[config.mk]
export PLATFORM = sky130hd
export DESIGN_NAME = imm_gen_pipe
export DESIGN_NICKNAME = d
export VERILOG_FILES = /design/src/rtl/imm_gen_pipe.sv
export SDC_FILE = /design/constraint.sdc
export NUM_CORES = 1
export LEC_CHECK = 0
export ABC_AREA = 1
export CAP_MARGIN = 0
export CORE_MARGIN = 3
export CORE_UTILIZATION = 49
export CTS_CLUSTER_DIAMETER = 200
export DETAILED_ROUTE_END_ITERATION = 8
export PLACE_DENSITY = 0.76
export RECOVER_POWER = 25
export SYNTH_ARGS = -nofsm -noshare
export SYNTH_HDL_FRONTEND = slang
export SYNTH_SLANG_ARGS = --single-unit
[constraint.sdc]
create_clock -name clk -period 2.82 [get_ports clk]
set_input_delay 0.564 -clock clk [delete_from_list [all_inputs] [get_ports clk]]
set_output_delay 0.564 -clock clk [all_outputs]
set_load 0.02 [all_outputs]
[src/rtl/imm_gen_pipe.sv]
// imm_gen_pipe: RV32I/RV64I immediate decoder feeding a 2-entry skid buffer.
// Decode is combinational on the input; results leave one cycle after accept.
module imm_gen_pipe #(
    parameter int XLEN = 32
) (
    input  logic            clk,
    input  logic            rst,
    input  logic            in_valid,
    output logic            in_ready,
    input  logic [31:0]     in_instr,
    input  logic [XLEN-1:0] in_pc,
    output logic            out_valid,
    input  logic            out_ready,
    output logic [XLEN-1:0] out_imm,
    output logic [XLEN-1:0] out_target,
    output logic [2:0]      out_fmt,
    output logic            out_illegal
);
    typedef struct packed {
        logic [XLEN-1:0] imm;
        logic [XLEN-1:0] target;
        logic [2:0]      fmt;
        logic            illegal;
    } res_t;

    localparam logic [6:0] OPC_OPIMM  = 7'b0010011;
    localparam logic [6:0] OPC_LOAD   = 7'b0000011;
    localparam logic [6:0] OPC_JALR   = 7'b1100111;
    localparam logic [6:0] OPC_STORE  = 7'b0100011;
    localparam logic [6:0] OPC_BRANCH = 7'b1100011;
    localparam logic [6:0] OPC_JAL    = 7'b1101111;
    localparam logic [6:0] OPC_LUI    = 7'b0110111;
    localparam logic [6:0] OPC_AUIPC  = 7'b0010111;
    localparam logic [6:0] OPC_SYSTEM = 7'b1110011;
    localparam logic [6:0] OPC_OP     = 7'b0110011;
    localparam logic [6:0] OPC_FENCE  = 7'b0001111;

    localparam logic [2:0] F_NONE  = 3'd0;
    localparam logic [2:0] F_I     = 3'd1;
    localparam logic [2:0] F_S     = 3'd2;
    localparam logic [2:0] F_B     = 3'd3;
    localparam logic [2:0] F_U     = 3'd4;
    localparam logic [2:0] F_J     = 3'd5;
    localparam logic [2:0] F_SHAMT = 3'd6;
    localparam logic [2:0] F_CSR   = 3'd7;

    logic [2:0]      f3;
    logic [XLEN-1:0] imm_i;
    logic [XLEN-1:0] imm_s;
    logic [XLEN-1:0] imm_b;
    logic [XLEN-1:0] imm_u;
    logic [XLEN-1:0] imm_j;
    logic [XLEN-1:0] imm_csr;
    logic [XLEN-1:0] shamt;
    logic            sh_zero;
    logic            sh_alt;
    logic            pc_rel;
    res_t            dec;
    res_t            m_q;
    res_t            s_q;
    logic            m_valid;
    logic            s_valid;
    logic            accept;
    logic            m_load;

    assign f3      = in_instr[14:12];
    assign imm_i   = XLEN'($signed(in_instr[31:20]));
    assign imm_s   = XLEN'($signed({in_instr[31:25], in_instr[11:7]}));
    assign imm_b   = XLEN'($signed({in_instr[31], in_instr[7],
                                    in_instr[30:25], in_instr[11:8], 1'b0}));
    assign imm_u   = XLEN'($signed({in_instr[31:12], 12'b0}));
    assign imm_j   = XLEN'($signed({in_instr[31], in_instr[19:12],
                                    in_instr[20], in_instr[30:21], 1'b0}));
    assign imm_csr = XLEN'(in_instr[19:15]);

    // RV64 shifts borrow instr[25] for shamt[5], shrinking the funct field
    if (XLEN == 64) begin : g_sh64
        assign shamt   = XLEN'(in_instr[25:20]);
        assign sh_zero = in_instr[31:26] == 6'b000000;
        assign sh_alt  = in_instr[31:26] == 6'b010000;
    end else begin : g_sh32
        assign shamt   = XLEN'(in_instr[24:20]);
        assign sh_zero = in_instr[31:25] == 7'b0000000;
        assign sh_alt  = in_instr[31:25] == 7'b0100000;
    end

    always_comb begin
        dec    = '0;
        pc_rel = 1'b0;
        unique case (in_instr[6:0])
            OPC_OPIMM: begin
                if (f3[1:0] == 2'b01) begin
                    dec.fmt     = F_SHAMT;
                    dec.imm     = shamt;
                    dec.illegal = !(sh_zero || sh_alt) || (sh_alt && !f3[2]);
                end else begin
                    dec.fmt = F_I;
                    dec.imm = imm_i;
                end
            end
            OPC_LOAD, OPC_JALR: begin
                dec.fmt = F_I;
                dec.imm = imm_i;
            end
            OPC_STORE: begin
                dec.fmt = F_S;
                dec.imm = imm_s;
            end
            OPC_BRANCH: begin
                dec.fmt = F_B;
                dec.imm = imm_b;
                pc_rel  = 1'b1;
            end
            OPC_JAL: begin
                dec.fmt = F_J;
                dec.imm = imm_j;
                pc_rel  = 1'b1;
            end
            OPC_LUI: begin
                dec.fmt = F_U;
                dec.imm = imm_u;
            end
            OPC_AUIPC: begin
                dec.fmt = F_U;
                dec.imm = imm_u;
                pc_rel  = 1'b1;
            end
            OPC_SYSTEM: begin
                if (f3[2]) begin
                    dec.fmt = F_CSR;
                    dec.imm = imm_csr;
                end
            end
            OPC_OP, OPC_FENCE: begin
                dec.fmt = F_NONE;
            end
            default: dec.illegal = 1'b1;
        endcase
        if (pc_rel) dec.target = in_pc + dec.imm;
    end

    // in_ready depends only on registered state, never on out_ready
    assign in_ready = !s_valid && !rst;
    assign accept   = in_valid && in_ready;
    assign m_load   = !m_valid || out_ready;

    always_ff @(posedge clk) begin
        if (rst) begin
            m_valid <= 1'b0;
            s_valid <= 1'b0;
            m_q     <= '0;
            s_q     <= '0;
        end else if (m_load) begin
            if (s_valid) begin
                m_q     <= s_q;
                m_valid <= 1'b1;
                s_valid <= 1'b0;
            end else begin
                m_valid <= accept;
                if (accept) m_q <= dec;
            end
        end else if (accept) begin
            s_q     <= dec;
            s_valid <= 1'b1;
        end
    end

    assign out_valid   = m_valid;
    assign out_imm     = m_q.imm;
    assign out_target  = m_q.target;
    assign out_fmt     = m_q.fmt;
    assign out_illegal = m_q.illegal;
endmodule

==> results.md, run 1 <==
- Status: complete, but fails checks
- Failing checks: negative setup slack
- Final Skew: 0.00972 ns
- Static Leak: around 6 nW
- Layout cells sized above 1: around 32%
- Rows: 46
- Top cell by count, worst path: buf_6
- # fillers: 1130
- Final Wtd Congestion: 0.969
- Largest family of logic cells by synthesized area: simple AND/OR/NAND/NOR gates
- Synth Area in XOR/XNOR: 0.211%
- Critical path cell sequence: buf_2 -> inv_6 -> nand2_1 -> nor2_1 -> nand2_2 -> buf_6 -> nand3_4 -> nor4_4 -> buf_6 -> buf_6 -> nor3b_4 -> ha_4 -> nand2_4 -> buf_6 -> nor2_4 -> inv_2 -> nor2_1 -> nor2_1 -> nand2_2 -> buf_6 -> a21oi_2 -> o21ai_2 -> a21o_1 -> a21oi_2
- Diode count: 0
- Worst-Margin Slew: 1.15 ns
- First-pass GRT wire length: ~50000 µm
- Max FO, Critical Path: 6
- Power per Cell Area: 402 nW/µm²
- Max_slew headroom: 23.4%
- Synth top area share: 33.4%
- Largest area contributor in the netlist: dfxtp_1
- Multiplexer share of the synthesized area: 0%
- Worst setup SP type: input port
- Largest net degree at the start of global routing: 80
- CP top delay family: simple AND/OR/NAND/NOR gates
- RSZ-0062 raised after global routing: yes
- Initial antenna violation count: 0
- IO Count: 138
- CP peak stage delay: 0.33 ns
- GRT overflow: 0
- Yosys warnings: 0
- WS Path Type: input port to flop
- Fin crit period: 3.03 ns
- Synth Area in Adders: 4.92%
- Root Buffer: clkbuf_16
- Initial Util: around half
- CTS tree: yes
- Drt drc: 0
- Synth cell types: 37
- Post-route cell area: 13400 µm²
- CP endpoint kind: flop
- Dpl hpwl: 22600 µm
- Leading cell types by count after synthesis: nand2_1, a21oi_1, nor2_1, dfxtp_1, inv_1
- Buf/Inv on CP: 8
- Die ar.: 18500 µm²
- Clk sinks: 138
- Critical path's slowest cell: nor3b_4
- Clock transition at the registers of the reported paths: 0.07 ns
- Top post-synthesis cells by area: dfxtp_1, nand2_1, a21oi_1
- Mapped cell area: 8280 µm²
- H-tree depth: 4
- MaxCap Viol Count: 0
- Tcrit/Tclk final: 107%
- Area Growth Syn to Fin: 61.4%
- Maximum vdd drop: 451 µV
- Finished Layout Cells: 1869
- Final worst slack: -0.208 ns
- Core region area: ~16000 µm²
- Final wirelength: 33200 µm
- CTS Buf Count: 17
- Synth Area in Compound Gates: 23.6%
- Data arrival, critical path: 3.39 ns
- WL per Instance: 17.8 µm
- Skew-Pair Late Insertion Delay: 0.44 ns
- Vias after detailed routing: between 10000 and 15000
- Flops & latches, synth: 138
- Syn Nets: 1421
- Inst Count DP: 1799
- Hold Crit Class: flop to flop
- Most common cell in the synthesized netlist: nand2_1
- Die Ht: 136 µm
- Simple-gate share of the synthesized area: between 20 and 30%
- Maximum achievable frequency: between 300 and 400 MHz
- Hold Fails Final Rpt: 0
- Initial DRC Count: between 900 and 1000
- ANT nets after route: 0
- Cells after Synth: 1321
- Sequential-to-total area share from yosys stat: 33.4%
- Port bufs: 137
- Mean Syn Cell Area: 6.27 µm²
- Setup violators final: 34
- Via/cell ratio: around 5.5
- Area of placed instances: 11300 µm²
- Drt pass-1 iters: 6
- Final Max Slew Viols: 0
- Vias in the first global route: about 9800
- Post-synth EDFFs: 0
- Top FF cell, synth: dfxtp_1
- Dpl ws: -1.26 ns
- Die Width: 136 µm
- Layout Nets: between 1500 and 2000
- Global-route usage over all layers: 34.5%
- Asr flop ratio synth: 0%
- CP required: 3.18 ns
- Max Root-Sink Buffers: 2
[where the power goes]
part           internal [mW]  total [mW]  switching [mW]
clock                   1.25        2.29            1.04
combinational          0.467        1.05           0.581
sequential              2.01        2.05          0.0334
total                   3.73        5.38            1.66
[per-stage QoR]
stage | total power, mW | hold WS, ns | util, % | setup TNS (ns)
final | 5.38 | 0.464 | 82.4 | -3.63
after floorplan | 2.50 | 0.445 | - | -0.243
after global routing | 5.54 | 0.484 | 82.4 | -9.67
after CTS | 5.30 | 0.466 | 78.7 | -1.91
after detailed placement | 2.95 | 0.455 | 69.4 | -60.30
after global placement | 2.94 | 0.452 | 69.4 | -57.27
[area by class of cell]
class	instances	area [µm²]	area share (%)
Multi-Input combinational cell	972	5970	44.7
Timing Repair Buffer	364	3210	24.0
Sequential cell	138	2760	20.7
Inverter	147	574	4.29
Clock buffer	17	425	3.18
Tap cell	216	270	2.02
Clock inverter	15	158	1.18
[worst paths after layout]
check                 startpoint              to  slack, ns  cells after the start
setup / recovery     in_instr[4]  out_target[13]      -0.21                     24
hold / removal    out_target[18]  out_target[18]       0.46                      2
setup reg to reg         s_valid  out_target[17]       0.98                      7
hold reg to reg   out_target[18]  out_target[18]       0.46                      2
[kinds of logic after synthesis]
| kind of cell | count (synthesis) |
|---|---|
| fa+ha+maj | 32 |
| buf+inv | 211 |
| flops | 138 |
| simple gates | 559 |
| compound gates | 379 |
| xor+xnor | 2 |
[worst reg2reg max path: cells and delay by family, from the launching register on]
family | cells | cell delay [ns]
simple gates | 1 | 0.19
buf+inv | 2 | 0.69
compound gates | 4 | 0.54
flops | 1 | 0.33
[routing by layer]
metal / vias up / track usage [%] / wire length [µm]
met5: - / 0 / 0
li1: 4970 / - / -
met3: 93 / 5.14 / 2410
met2: 486 / 59.6 / 16400
met4: 0 / 15.2 / 1380
met1: 4808 / 42.7 / 13000
[registers in the layout, summed over array words and instances, names as in the netlist]
name         cells
s_valid          1
out_illegal      1
out_fmt          3
s_q             68
out_target      32
out_valid        1
out_imm         32
[what timing repair did]
action | 4_1_cts | 5_1_grt
resized for setup | 228 | 113
setup endpoints to repair | 61 | 55
setup buffers | 23 | 21
cloned | 0 | 0
hold buffers | 0 | 0
pin swaps | 70 | 76
[cells in the final DEF (no fill, tap or decap), drive strengths merged]
master / n
dlygate4sd2: 3
inv: 153
ha: 31
fa: 1
nand4: 11
dfxtp: 138
buf: 234
o21ai: 135
clkinvlp: 3
nor2: 153
a21o: 6
nand3: 64
nor3: 15
bufinv: 1
or2: 1
o211ai: 1
a21oi: 224
clkbuf: 18
nand3b: 4
clkinv: 5
clkdlybuf4s50: 126
nand2: 308
a31oi: 2
o21a: 3
xnor2: 1
nor3b: 1
xor2: 1
nor4: 2
a32o: 1
o21bai: 7
Power figures use the tool's default switching activity.
==> run 2, diff against run 1 <==
- CTS_CLUSTER_SIZE: not set -> 24
- TNS_END_PERCENT: not set -> 100
==> results of run 2 <==
No change in the layout: final DEF, timing and power equal those of run 1.
==> run 3, diff against run 2 <==
- CORE_UTILIZATION: 49 -> 50
- CTS_BUF_LIST: not set -> sky130_fd_sc_hd__clkbuf_4
- PLACE_DENSITY: 0.76 -> 0.78
- SLEW_MARGIN: not set -> 20
==> run 3 against run 2 <==
  * The run still ends with negative setup slack left
  * Largest cell class unchanged
  * Hold slack worse by 0.026 ns
  * Sequential share of layout area increased by 0.83 points
  * Fmax rose by 0.86%
  * Core utilization down 2.3 points
==> results.md, run 3 (synthesis results as in run 1) <==
- Port bufs: 137
- Setup violators final: 22
- Dpl ws: -1.35 ns
- Leading cell type in the layout, fill and taps excluded: nand2_1
- Area of the multi-input gates: 5870 µm²
- Maximum achievable frequency: 333 MHz
- Dpl hpwl: 23200 µm
- Fin crit period: between 3 and 4 ns
- GRT overflow: 0
- Final worst slack: -0.182 ns
- Hold Fails Final Rpt: 0
- Largest register FFs: 68
- Initial antenna violation count: 1
- CTS Buf Count: 17
- Final Max Slew Viols: 0
- Via/cell ratio: 5.63
- Drt pass-1 iters: 7
- Vias after detailed routing: 10500
- Power per Cell Area: approximately 340 nW/µm²
- Status: complete, but fails checks
- Final core utilization: 80.1%
- Area Growth Syn to Fin: 55.2%
- Worst setup SP type: input port
- Final Wtd Congestion: 1.02
- IO Count: 138
- Storage cell area: 2760 µm²
- Data arrival, critical path: 3.43 ns
- WS Path Type: input port to flop
- CTS tree: yes
- ANT nets after route: 0
- Failing checks: negative setup slack
- Static Leak: 5.92 nW
- # fillers: 1120
- Post-layout total power: around 4.4 mW
- Vias in the first global route: 9488
- Critical path's slowest cell: ha_4
- Tcrit/Tclk final: 106%
- CP endpoint kind: flop
- MaxCap Viol Count: 0
- WL per Instance: 18.4 µm
- Root Buffer: clkbuf_4
- Total negative setup slack: -2.00 ns
- Max Root-Sink Buffers: 2
- Max_slew headroom: 36.6%
- Largest net degree at the start of global routing: 80
- Inst Count DP: 1796
- Drt drc: 0
- Final wirelength: 34200 µm
- Layout Nets: ~1700
- Hold slack final: around 0.44 ns
- Top cell by count, worst path: nand2_1
- Global-route usage over all layers: between 30% and 40%
- Largest register by flop count: s_q
- Max FO, Critical Path: 9
- Final Skew: 0.0168 ns
- Rows: 46
- Die Width: 135 µm
- Initial DRC Count: 968
- Maximum vdd drop: 220 µV
- Clock transition at the registers of the reported paths: 0.14 ns
- First-pass GRT wire length: between 50000 and 60000 µm
- Clk sinks: 138
- Die ar.: 18100 µm²
- Die Ht: ~130 µm
- CP required: 3.25 ns
- H-tree depth: 4
- Initial Util: 51.6%
- Finished Layout Cells: 1856
- Post-route cell area: around 13000 µm²
- CP peak stage delay: just over 0.3 ns
- Hold Crit Class: input port to flop
- Skew-Pair Late Insertion Delay: 0.58 ns
- Worst-Margin Slew: 0.951 ns
- Most frequent cells in the layout: nand2_1, buf_4, a21oi_1
- Core region area: between 15000 and 20000 µm²
- Layout cells sized above 1: 30.3%
- Area of placed instances: approximately 11000 µm²
- RSZ-0062 raised after global routing: yes
## run 3: changes by cell type in the layout (fill, tap and decap cells not counted), moves of 4 or more
cell / before / now
nor2_1: 114 / 118
nand2_1: 241 / 248
nand2_4: 23 / 14
clkbuf_16: 17 / 0
buf_4: 203 / 193
inv_2: 28 / 20
inv_1: 113 / 119
clkbuf_4: 0 / 17
## run 3: metal layers
metal  wire [µm]  global-route usage [%]  vias up
li1            -                       -     4947
met1       13000                    44.7     4795
met2       16300                    59.1      566
met3        3070                    5.70      142
met4        1860                    13.7        0
met5           0                       0        -
## run 3: final timing paths
check | start | end | slack [ns] | depth (start not counted)
max reg2reg | s_valid | out_target[11] | 0.75 | 7
min reg2reg | out_target[25] | out_target[25] | 0.47 | 2
min | rst | s_q[39] | 0.44 | 5
max | in_instr[1] | out_target[31] | -0.18 | 26
## run 3: power by group
part / internal (mW) / total, mW / switching [mW] / leakage, nW
clock: 0.452 / 1.31 / 0.858 / 0.144
sequential: 2.01 / 2.05 / 0.0325 / 1.12
combinational: 0.457 / 1.05 / 0.590 / 4.66
## run 3: critical path: cells and delay by family
| kind | cells | cell delay (ns) |
|---|---|---|
| fa+ha+maj | 1 | 0.31 |
| buf+inv | 7 | 0.64 |
| simple gates | 16 | 1.63 |
| compound gates | 2 | 0.29 |
## run 3: what timing repair did
item / 4_1_cts / 5_1_grt
buffers inserted: 14 / 16
hold buffers: 0 / 0
pin swaps: 40 / 88
hold endpoints to repair: 0 / 0
setup endpoints to repair: 58 / 49
resized for setup: 184 / 136
## run 3: area by class of cell
cell class / count / share of cell area (%)
Antenna cell: 1 / 0.0195
Clock buffer: 17 / 0.993
Clock inverter: 14 / 1.05
Inverter: 147 / 4.54
Multi-Input combinational cell: 972 / 45.7
Sequential cell: 138 / 21.5
Tap cell: 216 / 2.10
Timing Repair Buffer: 351 / 24.1
